## src/rtl/dmem_access_ctrl.sv

```systemverilog
// Load/store controller between the CPU pipeline and a word-addressed data memory.
// Converts byte addresses to word indices, merges byte stores, and extends byte loads.
module dmem_access_ctrl #(
  parameter int unsigned size    = 32,
  parameter int unsigned MemSize = 32
) (
  input  logic            clk,
  input  logic            rst,
  input  logic            i_req_valid,
  output logic            o_req_ready,
  input  logic            i_req_write,
  input  logic            i_req_byte,
  input  logic            i_req_signed,
  input  logic [size-1:0] i_req_addr,
  input  logic [size-1:0] i_req_wdata,
  output logic            o_resp_valid,
  output logic            o_resp_error,
  output logic [size-1:0] o_resp_rdata,
  output logic [size-1:0] o_mem_address,
  output logic            o_mem_read,
  output logic            o_mem_write,
  output logic [size-1:0] o_mem_write_data,
  input  logic [size-1:0] i_mem_read_data
);

  localparam int unsigned LaneW = 2;
  localparam int unsigned ExtW  = size - 8;

  localparam logic [2:0] S_IDLE  = 3'd0;
  localparam logic [2:0] S_READ  = 3'd1;
  localparam logic [2:0] S_WRITE = 3'd2;
  localparam logic [2:0] S_RESP  = 3'd3;
  localparam logic [2:0] S_ERR   = 3'd4;

  logic [2:0]       r_state;
  logic [2:0]       w_state_nxt;

  logic             r_write;
  logic             r_byte;
  logic             r_signed;
  logic [LaneW-1:0] r_lane;
  logic [size-1:0]  r_index;
  logic [size-1:0]  r_wdata;
  logic [size-1:0]  r_rdata;

  logic             w_accept;
  logic             w_misaligned;
  logic             w_out_of_range;
  logic             w_error;
  logic [size-1:0]  w_index;
  logic [size-1:0]  w_merged;
  logic [7:0]       w_lane_byte;
  logic [size-1:0]  w_load_data;

  assign w_accept       = i_req_valid && (r_state == S_IDLE) && !rst;
  assign w_index        = i_req_addr >> 2;
  assign w_misaligned   = !i_req_byte && (i_req_addr[LaneW-1:0] != 2'b00);
  assign w_out_of_range = w_index > size'(MemSize);
  assign w_error        = w_misaligned || w_out_of_range;

  // Byte store merge: replace the addressed lane of the word read back from memory
  always_comb begin
    w_merged = i_mem_read_data;
    case (r_lane)
      2'd0:    w_merged[7:0]   = r_wdata[7:0];
      2'd1:    w_merged[15:8]  = r_wdata[7:0];
      2'd2:    w_merged[23:16] = r_wdata[7:0];
      default: w_merged[31:24] = r_wdata[7:0];
    endcase
  end

  // Byte load extraction, little-endian lane order
  always_comb begin
    case (r_lane)
      2'd0:    w_lane_byte = r_rdata[7:0];
      2'd1:    w_lane_byte = r_rdata[15:8];
      2'd2:    w_lane_byte = r_rdata[23:16];
      default: w_lane_byte = r_rdata[31:24];
    endcase
    if (r_byte) begin
      w_load_data = {{ExtW{r_signed & w_lane_byte[7]}}, w_lane_byte};
    end else begin
      w_load_data = r_rdata;
    end
  end

  always_ff @(posedge clk) begin
    if (rst) begin
      r_state <= S_IDLE;
    end else begin
      r_state <= w_state_nxt;
    end
  end

  // Next state and state-decoded outputs; every output is forced low while in reset
  always_comb begin
    w_state_nxt      = r_state;
    o_req_ready      = 1'b0;
    o_resp_valid     = 1'b0;
    o_resp_error     = 1'b0;
    o_resp_rdata     = '0;
    o_mem_address    = '0;
    o_mem_read       = 1'b0;
    o_mem_write      = 1'b0;
    o_mem_write_data = '0;

    case (r_state)
      S_IDLE: begin
        o_req_ready = 1'b1;
        if (w_accept) begin
          if (w_error) begin
            w_state_nxt = S_ERR;
          end else if (i_req_write && !i_req_byte) begin
            w_state_nxt = S_WRITE;
          end else begin
            w_state_nxt = S_READ;
          end
        end
      end
      S_READ: begin
        o_mem_read    = 1'b1;
        o_mem_address = r_index;
        w_state_nxt   = r_write ? S_WRITE : S_RESP;
      end
      S_WRITE: begin
        o_mem_write      = 1'b1;
        o_mem_address    = r_index;
        o_mem_write_data = r_wdata;
        w_state_nxt      = S_RESP;
      end
      S_RESP: begin
        o_resp_valid = 1'b1;
        o_resp_rdata = r_write ? '0 : w_load_data;
        w_state_nxt  = S_IDLE;
      end
      S_ERR: begin
        o_resp_valid = 1'b1;
        o_resp_error = 1'b1;
        w_state_nxt  = S_IDLE;
      end
      default: begin
        w_state_nxt = S_IDLE;
      end
    endcase

    if (rst) begin
      o_req_ready      = 1'b0;
      o_resp_valid     = 1'b0;
      o_resp_error     = 1'b0;
      o_resp_rdata     = '0;
      o_mem_address    = '0;
      o_mem_read       = 1'b0;
      o_mem_write      = 1'b0;
      o_mem_write_data = '0;
    end
  end

  // Request capture at accept; read data capture (and byte-store merge) at the end of READ
  always_ff @(posedge clk) begin
    if (rst) begin
      r_write  <= 1'b0;
      r_byte   <= 1'b0;
      r_signed <= 1'b0;
      r_lane   <= '0;
      r_index  <= '0;
      r_wdata  <= '0;
      r_rdata  <= '0;
    end else begin
      if (w_accept) begin
        r_write  <= i_req_write;
        r_byte   <= i_req_byte;
        r_signed <= i_req_signed;
        r_lane   <= i_req_addr[LaneW-1:0];
        r_index  <= w_index;
        r_wdata  <= i_req_wdata;
      end
      if (r_state == S_READ) begin
        r_rdata <= i_mem_read_data;
        if (r_write) begin
          r_wdata <= w_merged;
        end
      end
    end
  end

endmodule
```

## config.mk

```make
export PLATFORM = sky130hd
export DESIGN_NAME = dmem_access_ctrl
export DESIGN_NICKNAME = d
export VERILOG_FILES = /design/src/rtl/dmem_access_ctrl.sv
export SDC_FILE = /design/constraint.sdc
export NUM_CORES = 1
export LEC_CHECK = 0
export ABC_AREA = 0
export BUFFER_PORTS_ARGS = -buffer_cell sky130_fd_sc_hd__buf_2
export CAP_MARGIN = 30
export CORE_MARGIN = 10
export CORE_UTILIZATION = 31
export DETAILED_ROUTE_END_ITERATION = 6
export HOLD_SLACK_MARGIN = 0.02
export PLACE_DENSITY = 0.58
export SYNTH_ARGS = -nofsm -noshare
export SYNTH_HDL_FRONTEND = slang
export SYNTH_SLANG_ARGS = --single-unit
```

## constraint.sdc

```tcl
create_clock -name clk -period 2.1 [get_ports clk]
set_input_delay 0.21 -clock clk [delete_from_list [all_inputs] [get_ports clk]]
set_output_delay 0.21 -clock clk [all_outputs]
set_load 0.01 [all_outputs]
```

Yosys cells after proc, flatten, opt, wreduce, memory -nomap -nowiden
Index checks and enable logic that the tools add are counted.

Bits in registers: 102. Latch bits: 0. RAM bits: 0. Memory bits (read-only): 0. Word-level logic and storage cells: 63. Memories: 0.

Add/subtract/negate cells: 0. Multiply operators: 0. Divide/modulo/power cells: 0. $lt $le $gt $ge: 1. Equality and inequality tests: 8. Shift operators: 0. Mux-type cells: 31. Bitwise logic cells: 1. Reduce and logical (&&, ||, !) cells: 13.

Operator list (count): $mux 32 (10); $mux 8 (4); $gt 30x6->1 const B (1); $mux 30 (1); $pmux 8 s3 (1); $mux 1 (11); $pmux 3 s3 (1); $eq 3x2->1 const B (2); $mux 3 (2); $logic_and 1x1->1 (4); $reduce_or 2->1 (2); $eq 3x1->1 const B (1); $eq 3x3->1 const B (1); $logic_not 3->1 (1); $ne 3x3->1 const B (1); $reduce_or 3->1 (1); $eq 2x1->1 const B (1); $eq 2x2->1 const B (1); $logic_not 1->1 (2); $logic_not 2->1 (1); $mux 2 (1); $ne 2x2->1 const B (1); $reduce_bool 2->1 (1); $and 1x1->1 (1); $logic_or 1x1->1 (1).

Longest topological paths before layout
Gate-level depths: netlist of the first run.

Depth in word-level cells: 7. Mapped depth: 7.

Worst setup path after synthesis of the first run
Ideal clock, no wire load.

Kind: flip-flop to output port. Start: register r_state[0]. End: output port o_resp_rdata[22]. Arrival time: 1600 ps. Path slack: 290 ps. Cell stages (with the launch flop): 7. Buffers on the path: 2. Cells stage by stage: dfxtp_1 nand2_1 or4_1 buf_2 a21o_4 buf_6 a21oi_1.

Longest elaborated chain between the ends: 3.

Ends and longest elaborated chain: start: declaration (line 35) `logic [2:0] r_state;`; start signal: assignment (line 91) `r_state <= w_state_nxt;`; $eq 3x2->1 (line 107) `case (r_state)`; $mux 32 (line 107); $mux 32 (line 146) `if (rst) begin`; end: declaration (line 18) `output logic [size-1:0] o_resp_rdata,`.

Every way passes these cells.

Worst setup path after layout of the first run
Start: register r_state[1]. End: output port o_resp_rdata[30].

The elaborated chain is that of the path after synthesis.

==> results of run 1 <==
sequential cells by signal, summed over array words and instances (netlist names):
name and count:
r_rdata 32, r_wdata 32, r_index 30, r_state 3, r_lane 2, r_byte 1, r_signed 1, r_write 1
critical path, stage by stage (launching register included):
cell	delay, ns
sky130_fd_sc_hd__dfxtp_4	0.36
sky130_fd_sc_hd__nand2_2	0.05
sky130_fd_sc_hd__or4_4	0.58
sky130_fd_sc_hd__a21o_4	0.26
sky130_fd_sc_hd__a21oi_1	0.12
sky130_fd_sc_hd__buf_2	0.15
layout by cell type (no fill, tap or decap), types with 2 or more instances in the layout:
master,instances
sky130_fd_sc_hd__buf_2,200
sky130_fd_sc_hd__nand2_1,166
sky130_fd_sc_hd__dfxtp_1,98
sky130_fd_sc_hd__nand2b_1,59
sky130_fd_sc_hd__nor2_1,53
sky130_fd_sc_hd__a21oi_1,48
sky130_fd_sc_hd__and2_1,40
sky130_fd_sc_hd__o21ai_0,35
sky130_fd_sc_hd__a311oi_1,32
sky130_fd_sc_hd__a211oi_1,25
sky130_fd_sc_hd__buf_4,19
sky130_fd_sc_hd__nor2b_1,12
sky130_fd_sc_hd__a21oi_2,9
sky130_fd_sc_hd__clkbuf_16,9
sky130_fd_sc_hd__and3_1,8
sky130_fd_sc_hd__nand3_1,7
sky130_fd_sc_hd__nor4_1,6
sky130_fd_sc_hd__nand3b_1,5
sky130_fd_sc_hd__mux4_2,4
sky130_fd_sc_hd__a21o_4,4
sky130_fd_sc_hd__mux2_2,4
sky130_fd_sc_hd__a22o_1,4
sky130_fd_sc_hd__a22oi_1,4
sky130_fd_sc_hd__buf_12,4
sky130_fd_sc_hd__mux2i_1,3
sky130_fd_sc_hd__dfxtp_4,3
sky130_fd_sc_hd__diode_2,2
sky130_fd_sc_hd__conb_1,2
sky130_fd_sc_hd__bufinv_16,2
sky130_fd_sc_hd__inv_8,2
sky130_fd_sc_hd__buf_6,2
routing by layer:
metal | routed length (um) | global-route usage (%) | vias to the layer above | part of all wire [%]
li1 | - | - | 2774 | -
met1 | 8690 | 20.5 | 2567 | 43
met2 | 9110 | 27.0 | 229 | 45
met3 | 2090 | 6.71 | 22 | 10
met4 | 261 | 4.43 | 4 | 1.3
met5 | 26 | 0 | - | 0.13
stage by stage:
| stage | instance area, um^2 | power [W] |
|---|---|---|
| final | 7000 | 0.00439 |
| after global routing | 7000 | 0.00459 |
| after CTS | 6900 | 0.00444 |
| after detailed placement | 6530 | 0.00255 |
| after global placement | 6530 | 0.00255 |
| after floorplan | 5330 | 0.00234 |
final timing paths:
| path | startpoint | end | slack (ns) | cells past startpoint |
|---|---|---|---|---|
| max reg2reg | r_state[0] | r_wdata[14] | 0.26 | 6 |
| min reg2reg | r_rdata[5] | r_rdata[5] | 0.46 | 2 |
| min | i_req_signed | r_signed | 0.05 | 3 |
| max | r_state[1] | o_resp_rdata[30] | 0.02 | 5 |
repair_timing:
action                                  4_1_cts  5_1_grt
setup buffers                                 0        2
pin swaps                                     1        1
endpoints found under the setup margin       31       31
gates cloned                                  2        1
gates resized for setup                       9       20
cell type report:
class,instances,area share [%]
antenna,2,0.0715
clock buffer,9,3.22
inverter,1,0.0536
sequential,102,29.3
tap,220,3.93
multi-input combinational,546,44.1
clock inverter,7,1.48
timing repair buffer,225,17.8
power by group through the flow:
| stage | Sequential, W | Combinational, W | Clock [W] |
|---|---|---|---|
| global placement | 0.00210 | 0.000446 | 0 |
| global route | 0.00208 | 0.000500 | 0.00201 |
| detailed placement | 0.00211 | 0.000445 | 0 |
| finish | 0.00207 | 0.000449 | 0.00187 |
| floorplan | 0.00208 | 0.000255 | 0 |
| CTS | 0.00206 | 0.000448 | 0.00192 |
cell families after synthesis:
logic type | after synthesis | share of synthesized area, %
simple gates | 369 | 33.3
compound gates | 161 | 19.4
flops | 102 | 38.3
buf+inv | 66 | 5.80
mux | 11 | 3.10
other cells | 1 | 0.0704
==> summary.md, run 1 <==
The number of clock buffers added by TritonCTS is 9. The total vias in the final route was 5,596; the share of layout cells above drive strength 1 was 31.0%. The logs give 203 for the number of I/O pins and 0.36 ns for the clock network latency to the later pin of the worst-skew pair.

The run gives 16,700 um^2 as the core outline area. The sum of net half-perimeters after detailed placement came out at 15.0 mm. The largest total area in the synthesized netlist belongs to sky130_fd_sc_hd__dfxtp_1. The initial utilization of the core area, before any placement, comes to 31.9%. Setup violations remaining at the end of the flow were counted as 0. Yosys printed 0 warnings. The clock network burns 42.6% of the power.

Derived from the worst setup path, the maximum achievable clock frequency is 482 MHz. Critical path launch point type: a flip-flop. The number of DRC markers in iteration 0 was 333; the count of input and output buffers was 200. Number of global-route vias before repair: 5,347.

Clock-pin slew was measured on the worst setup and hold paths at 0.07 ns. The logs give 710 for the synthesized instance count and 90 for the largest net degree at the start of global routing. The ratio of final minimum period to clock period is 98.9%. The register area is 2050 um^2, and the number of pins exceeding their max-slew limit in the final report is 0.

The logs give 102 for the total clock sinks and 0.841 for the weighted congestion at the end of routability-driven global placement. Type of destination of the critical path: an output port. The x dimension of the die is 151 um, and the portion of total power attributed to combinational logic is 10.2%.

The min-delay analysis places its worst path in the category in2reg. The first global-routing pass estimated 30.0 mm of wire. For this run, the post-layout net count is 987. The area share of the leading cell type in the synthesized netlist was 38.3%. The tools report the net load switching power as 0.00111 W. Timing analysis after detailed placement gives a worst setup slack of 0.246 ns. For the total die area, the log shows 22,800 um^2. The tools report the normalized max-slew margin as 40.1%. The number of register bits inferred by synthesis is 102.

TritonCTS built the clock tree. The tools report the number of endpoints with negative hold slack in the final report as 0. Summing the sequential cell areas from Yosys gives 38.3% of the chip area.

The tree is rooted in a sky130_fd_sc_hd__clkbuf_16. Setup total negative slack on the finished layout was measured at 0 ns. Averaged over all synthesized cells, the footprint is 7.51 um^2. The tools report the maximum vdd drop as 0.000443 V. Setup slack on the critical path of the routed design comes to 0.0234 ns. The share of synthesized flip-flops with an asynchronous set or reset works out to 0%. For this run, the detailed router's first-pass iteration total came to 7. The required time of the critical path was 1.89 ns; the total internal power was 0.00327 W. For this run the aggregate overflow at the end of global routing stands at 0.

The time the worst path needs with I/O delays and setup works out to 2.08 ns. Using the TritonRoute via totals, the vias-per-cell ratio works out to 5.03. The tool flagged a number of max-cap violations equal to 0. In the synthesized netlist the dominant register cell turns out to be sky130_fd_sc_hd__dfxtp_1. The worst hold slack was 0.0494 ns; the number of placed instances, taps included was 1,089.

The logs give 47 for the placement row count and 2 for the maximum root-to-sink buffer count. In the final routed layout, each cell accounts on average for 18.1 um. In this run the static leakage power is 2.88 nW. Total track usage: 16.8%. The part of the power in registers is 47.1%. By area the synthesized netlist is led by sky130_fd_sc_hd__dfxtp_1 38%, sky130_fd_sc_hd__nand2_1 12%, sky130_fd_sc_hd__nand2b_1 6.9%, sky130_fd_sc_hd__a21oi_1 5.4%, sky130_fd_sc_hd__a311oi_1 5.3%. By startpoint and endpoint, the worst setup path is classified as reg2out. Clock skew on the completed layout was measured at 0.0106 ns. The vertical die dimension is 151 um, and the number of antenna violations at the first check in global routing is 4. The number of unique standard cell types used by synthesis is 38, and the transition time at the pin with the least slew margin is 0.899 ns. The tools report the multi-input logic area as 3090 um^2.

By count the netlist is led by 168 x sky130_fd_sc_hd__nand2_1, 102 x sky130_fd_sc_hd__dfxtp_1, 59 x sky130_fd_sc_hd__nand2b_1. The routed wire length came out at 20.2 mm. The number of synthesized flops with an enable pin works out to 0. The count of non-filler cells in the finished layout came out at 1,112. Critical path data arrival time: 1.87 ns.

In this run the power density over the cells is 626 nW/um^2. By instance count, the leading cell after synthesis is sky130_fd_sc_hd__nand2_1. For the utilization after layout, the log shows 41.9%. The area growth from synthesis to layout is 31.4%. Once detail routing completed, the nets flagged for antenna violations numbered 0. In this run the number of H-tree levels came out at 3. Fill cells in the final layout number 1,796.

After detailed routing, the number of remaining DRC violations is 0. Setup repair after global routing could not meet its margin everywhere. The run gives 0 as the hold buffer count at CTS. The run finished with clean final reports. The synthesized cell area was 5330 um^2; the largest fanout on the critical path was 7. Of the total power, the share spent switching nets is 25.4%.
No activity file was read; power rests on OpenSTA's default activity.
==> inputs of run 2 (changes only) <==
--- a/config.mk
+++ b/config.mk
@@ -5,7 +5,7 @@
 export SDC_FILE = /design/constraint.sdc
 export NUM_CORES = 1
 export LEC_CHECK = 0
-export ABC_AREA = 0
+export ABC_AREA = 1
 export BUFFER_PORTS_ARGS = -buffer_cell sky130_fd_sc_hd__buf_2
 export CAP_MARGIN = 30
 export CORE_MARGIN = 10
==> run 2 against run 1 <==
  * Maximum frequency is 4.9% higher
  * Highest routed layer unchanged
  * Core utilization down 1.4 points
  * Largest power group unchanged
  * Wire length grew 0.54%
  * First-iteration DRC count rose by 20%
  * Critical path depth rose by 4
  * Final area is 0.36% lower
  * Sequential share of layout area hardly changed
  * Register-to-register slack gained 0.15 ns
  * Hold slack better by 0.012 ns
  * Critical endpoint is now o_resp_rdata[8]
  * Synthesized area is 1.9% higher
==> summary.md, run 2 <==
The weighted congestion at the end of routability-driven global placement was 0.883 (+5.0%); the count of fill cells added during filler insertion was 1,889 (+5.2%). The run gives 31.5% (-0.42 points) as the initial standard-cell utilization of the core. The share of layout cells above drive strength 1 was 27.9% (-3.1 points); the multi-input logic area was 2750 um^2 (-11%). The total track usage was 16.7% (-0.091 points).

Maximum root-to-sink buffer count: 2 (unchanged). The largest fanout on the critical path is 12 (+5), and the hold buffer count at CTS is 0 (unchanged). The tools report the largest net degree at the start of global routing as 70 (-22%).

The largest registers in the layout are r_rdata (32), r_wdata (32), r_index (30). The DRC violation count after routing was 0 (unchanged); the count of input and output buffers was 200 (unchanged). The setup TNS after final layout is 0 ns (unchanged).

The first-pass GRT wire length is 31.3 mm (+4.4%). For the total die area, the log shows 23,200 um^2 (+1.6%). The critical path launch point type is a flip-flop. The total vias in the final route came out at 5,873 (+4.9%).

Number of endpoints with negative hold slack in the final report: 0 (unchanged). For the number of global-route vias before repair, the log shows 5,842 (+9.3%). The end of the critical path is o_resp_rdata[8].

For the number of antenna violations at the first check in global routing, the log shows 4 (unchanged). TritonCTS built the clock tree. The type of destination of the critical path is an output port. The number of pins exceeding their max-slew limit in the final report was 0 (unchanged). The register area was 2050 um^2 (-0.37%). The logs give 17,200 um^2 (+3.2%) for the core outline area and 66.6% (+27 points) for the normalized max-slew margin. The ratio of total power to cell area is 630 nW/um^2 (+0.61%). The tools report the buffer count from post-CTS setup fixing as 0 (unchanged). The final layout net count is 1,121 (+14%), and the routed wire length is 20.3 mm (+0.54%).

The post-synthesis average cell area came out at 6.42 um^2 (-14%). The clock edge transition at the registers on the reported setup and hold paths was 0.07 ns (about the same). Leaving out fill and tap cells, the most frequent cells in the layout are 208 x sky130_fd_sc_hd__nand2_1, 201 x sky130_fd_sc_hd__buf_2, 100 x sky130_fd_sc_hd__dfxtp_1.

The tools report the power after layout as 0.00440 W (+0.25%). The run gives 102 (unchanged) as the total clock sinks. Transition time at the pin with the least slew margin: 0.501 ns (-0.398 ns).

The number of register bits inferred by synthesis came out at 102 (unchanged). The ratio of final minimum period to clock period came out at 94.3% (-4.6 points). Sum of net half-perimeters after detailed placement: 15.6 mm (+3.9%).

The tools report the number of buffers inserted during clock tree synthesis as 9 (unchanged). The number of synthesis warnings is 0 (unchanged), and the time the worst path needs with I/O delays and setup is 1.98 ns (-0.0969 ns). The share of synthesized flip-flops with an asynchronous set or reset is 0% (unchanged). The run gives 1.77 ns (-0.10 ns) as the critical path data arrival time.

Synthesized cell area: 5430 um^2 (+1.9%). Path depth of the worst reg2reg path: 7 (+1). Most common cell in the synthesized netlist: sky130_fd_sc_hd__nand2_1. The most critical setup path has its startpoint at r_lane[1].

The level count of the clock H-tree is 3 (unchanged), and the highest attainable clock frequency is 505 MHz (+4.9%). The run finished with clean final reports. The number of DRC markers in iteration 0 was 399 (+20%). The average routed wire per standard cell works out to 16.2 um (-11%). The x dimension of the die came out at 152 um (+0.80%).

Number of synthesized flops with an enable pin: 0 (unchanged). The required time of the critical path is 1.89 ns (about the same), and the utilization after layout is 40.5% (-1.4 points). For the number of iterations in the first detailed-routing pass, the log shows 5 (-2).

The synthesized instance count was 845 (+19%); the number of I/O pins was 203 (unchanged). The placement row count was 48 (+2.1%). The worst hold-check path type was in2reg.

For the portion of the post-synthesis area used by sequential elements, the log shows 37.6% (-0.70 points). The post-detailed-route count of antenna-violating nets came out at 0 (unchanged). The startpoint identified for the worst register-to-register timing path is r_state[1]. Via count normalized by instance count: 4.70 (-6.6%). Total grt overflow: 0 (unchanged).

Counting instances in the post-synthesis netlist gives the leading cell types as 210 x sky130_fd_sc_hd__nand2_1, 102 x sky130_fd_sc_hd__dfxtp_1, 98 x sky130_fd_sc_hd__nor2_1. The endpoint identified for the worst register-to-register timing path is r_index[18]. The maximum vdd drop was 0.000390 V (-12%). The max-capacitance violation count is 0 (unchanged).

The vertical die dimension is 152 um (+0.80%). The critical path in this run is classified as reg2out. Relative to the synthesized area, the layout overhead comes to 28.5%. The register-to-register setup slack was 0.41 ns (+0.15 ns). Clock network latency to the later pin of the worst-skew pair: 0.36 ns (about the same).

The most area-hungry cell type in the Yosys netlist was sky130_fd_sc_hd__dfxtp_1. The area share of the leading cell type in the synthesized netlist came out at 37.6% (-0.70 points). The most used flip-flop cell after synthesis is sky130_fd_sc_hd__dfxtp_1. The cell leakage power is 3.24 nW (+12%), and the count of endpoints failing setup in the final report is 0 (unchanged).

CTS placed an instance of sky130_fd_sc_hd__clkbuf_16 at the clock tree root. For the final clock skew, the log shows 0.00801 ns (-0.00258 ns). The run gives 29 (-24%) as the number of unique standard cell types used by synthesis. Sorting the synthesized cells by area gives the leading types as sky130_fd_sc_hd__dfxtp_1 38%, sky130_fd_sc_hd__nand2_1 15%, sky130_fd_sc_hd__a21oi_1 8.7%, sky130_fd_sc_hd__o21ai_0 8.4%, sky130_fd_sc_hd__nor2_1 6.8%. The library cell used most frequently in the layout, excluding fill and tap cells, is sky130_fd_sc_hd__nand2_1. Setup repair after global routing left no endpoint under its margin.
-- run 2: cell count changes in the layout (fill, tap and decap cells not counted), moves of 25 or more --
| cell | previous run | this run |
|---|---|---|
| sky130_fd_sc_hd__nor2_1 | 53 | 95 |
| sky130_fd_sc_hd__a21oi_1 | 48 | 93 |
| sky130_fd_sc_hd__a211oi_1 | 25 | 0 |
| sky130_fd_sc_hd__nand2_1 | 166 | 208 |
| sky130_fd_sc_hd__o21ai_0 | 35 | 89 |
| sky130_fd_sc_hd__a311oi_1 | 32 | 0 |
| sky130_fd_sc_hd__nand2b_1 | 59 | 0 |
| sky130_fd_sc_hd__and2_1 | 40 | 0 |
| sky130_fd_sc_hd__inv_1 | 0 | 95 |
-- run 2: cell families after synthesis --
group	Yosys count	synth area share (%)
AO/OA/AOI/OAI	215	21.1
buffers and inverters	158	12.8
flip-flops	102	37.6
other	1	0.0691
AND/OR/NAND/NOR	369	28.5
-- run 2: what timing repair did --
action | CTS | global route
hold endpoints to repair | 0 | 0
gates resized for setup | 3 | 18
pin swaps | 0 | 2
endpoints found under the setup margin | 25 | 69
cloned | 0 | 2
-- run 2: cell type report --
type	count	share of cell area, %
diodes	3	0.108
clock buffers	10	3.28
clock inverters	4	1.06
inverters	101	5.47
multi-input cells	586	39.4
flip-flops and latches	102	29.3
well taps	225	4.03
repair buffers	219	17.3
-- run 2: critical path: stages, from the launching register on --
cell and delay [ns]:
sky130_fd_sc_hd__dfxtp_2 0.34, sky130_fd_sc_hd__buf_6 0.14, sky130_fd_sc_hd__nand2_2 0.09, sky130_fd_sc_hd__o21ai_2 0.14, sky130_fd_sc_hd__inv_1 0.06, sky130_fd_sc_hd__nand3_2 0.10, sky130_fd_sc_hd__nand3_4 0.10, sky130_fd_sc_hd__clkbuf_16 0.19
sky130_fd_sc_hd__a21oi_1 0.11, sky130_fd_sc_hd__buf_2 0.14
-- run 2: power breakdown --
part	leakage (nW)	switching [W]	internal [W]	total, W
sequential	0.835	0.0000341	0.00203	0.00206
clock	0.148	0.000747	0.00103	0.00178
combinational	2.26	0.000344	0.000213	0.000557
total	3.24	0.00113	0.00327	0.00440
-- run 2: per-layer routing --
metal / vias up / track usage, % / routed length, um
met5: - / 0 / 19
met4: 4 / 4.08 / 244
met3: 18 / 6.89 / 1870
met2: 218 / 27.5 / 9530
met1: 2619 / 19.8 / 8630
li1: 3014 / - / -
-- run 2: how the worst min path moves through the flow --
stage / startpoint / end / slack, ns / depth (start not counted)
final: i_req_addr[30] / r_index[28] / 0.06 / 3
after global routing: i_req_addr[4] / r_index[2] / 0.06 / 3
after CTS: i_req_addr[30] / r_index[28] / 0.05 / 3
after detailed placement: i_req_addr[4] / r_index[2] / 0.43 / 3
after global placement: i_req_addr[7] / r_index[5] / 0.42 / 3
after floorplan: i_req_addr[12] / r_index[10] / 0.32 / 2
-- run 2: through the flow --
step	hold WS (ns)	cell area, um^2	instances	setup slack (ns)
after CTS	0.0537	6880	1245	0.00456
after detailed placement	0.429	6570	1231	0.325
after floorplan	0.323	5430	846	0.590
after global routing	0.0593	6970	1248	0.00643
final	0.0611	6980	1250	0.120
after global placement	0.421	6570	1231	0.395
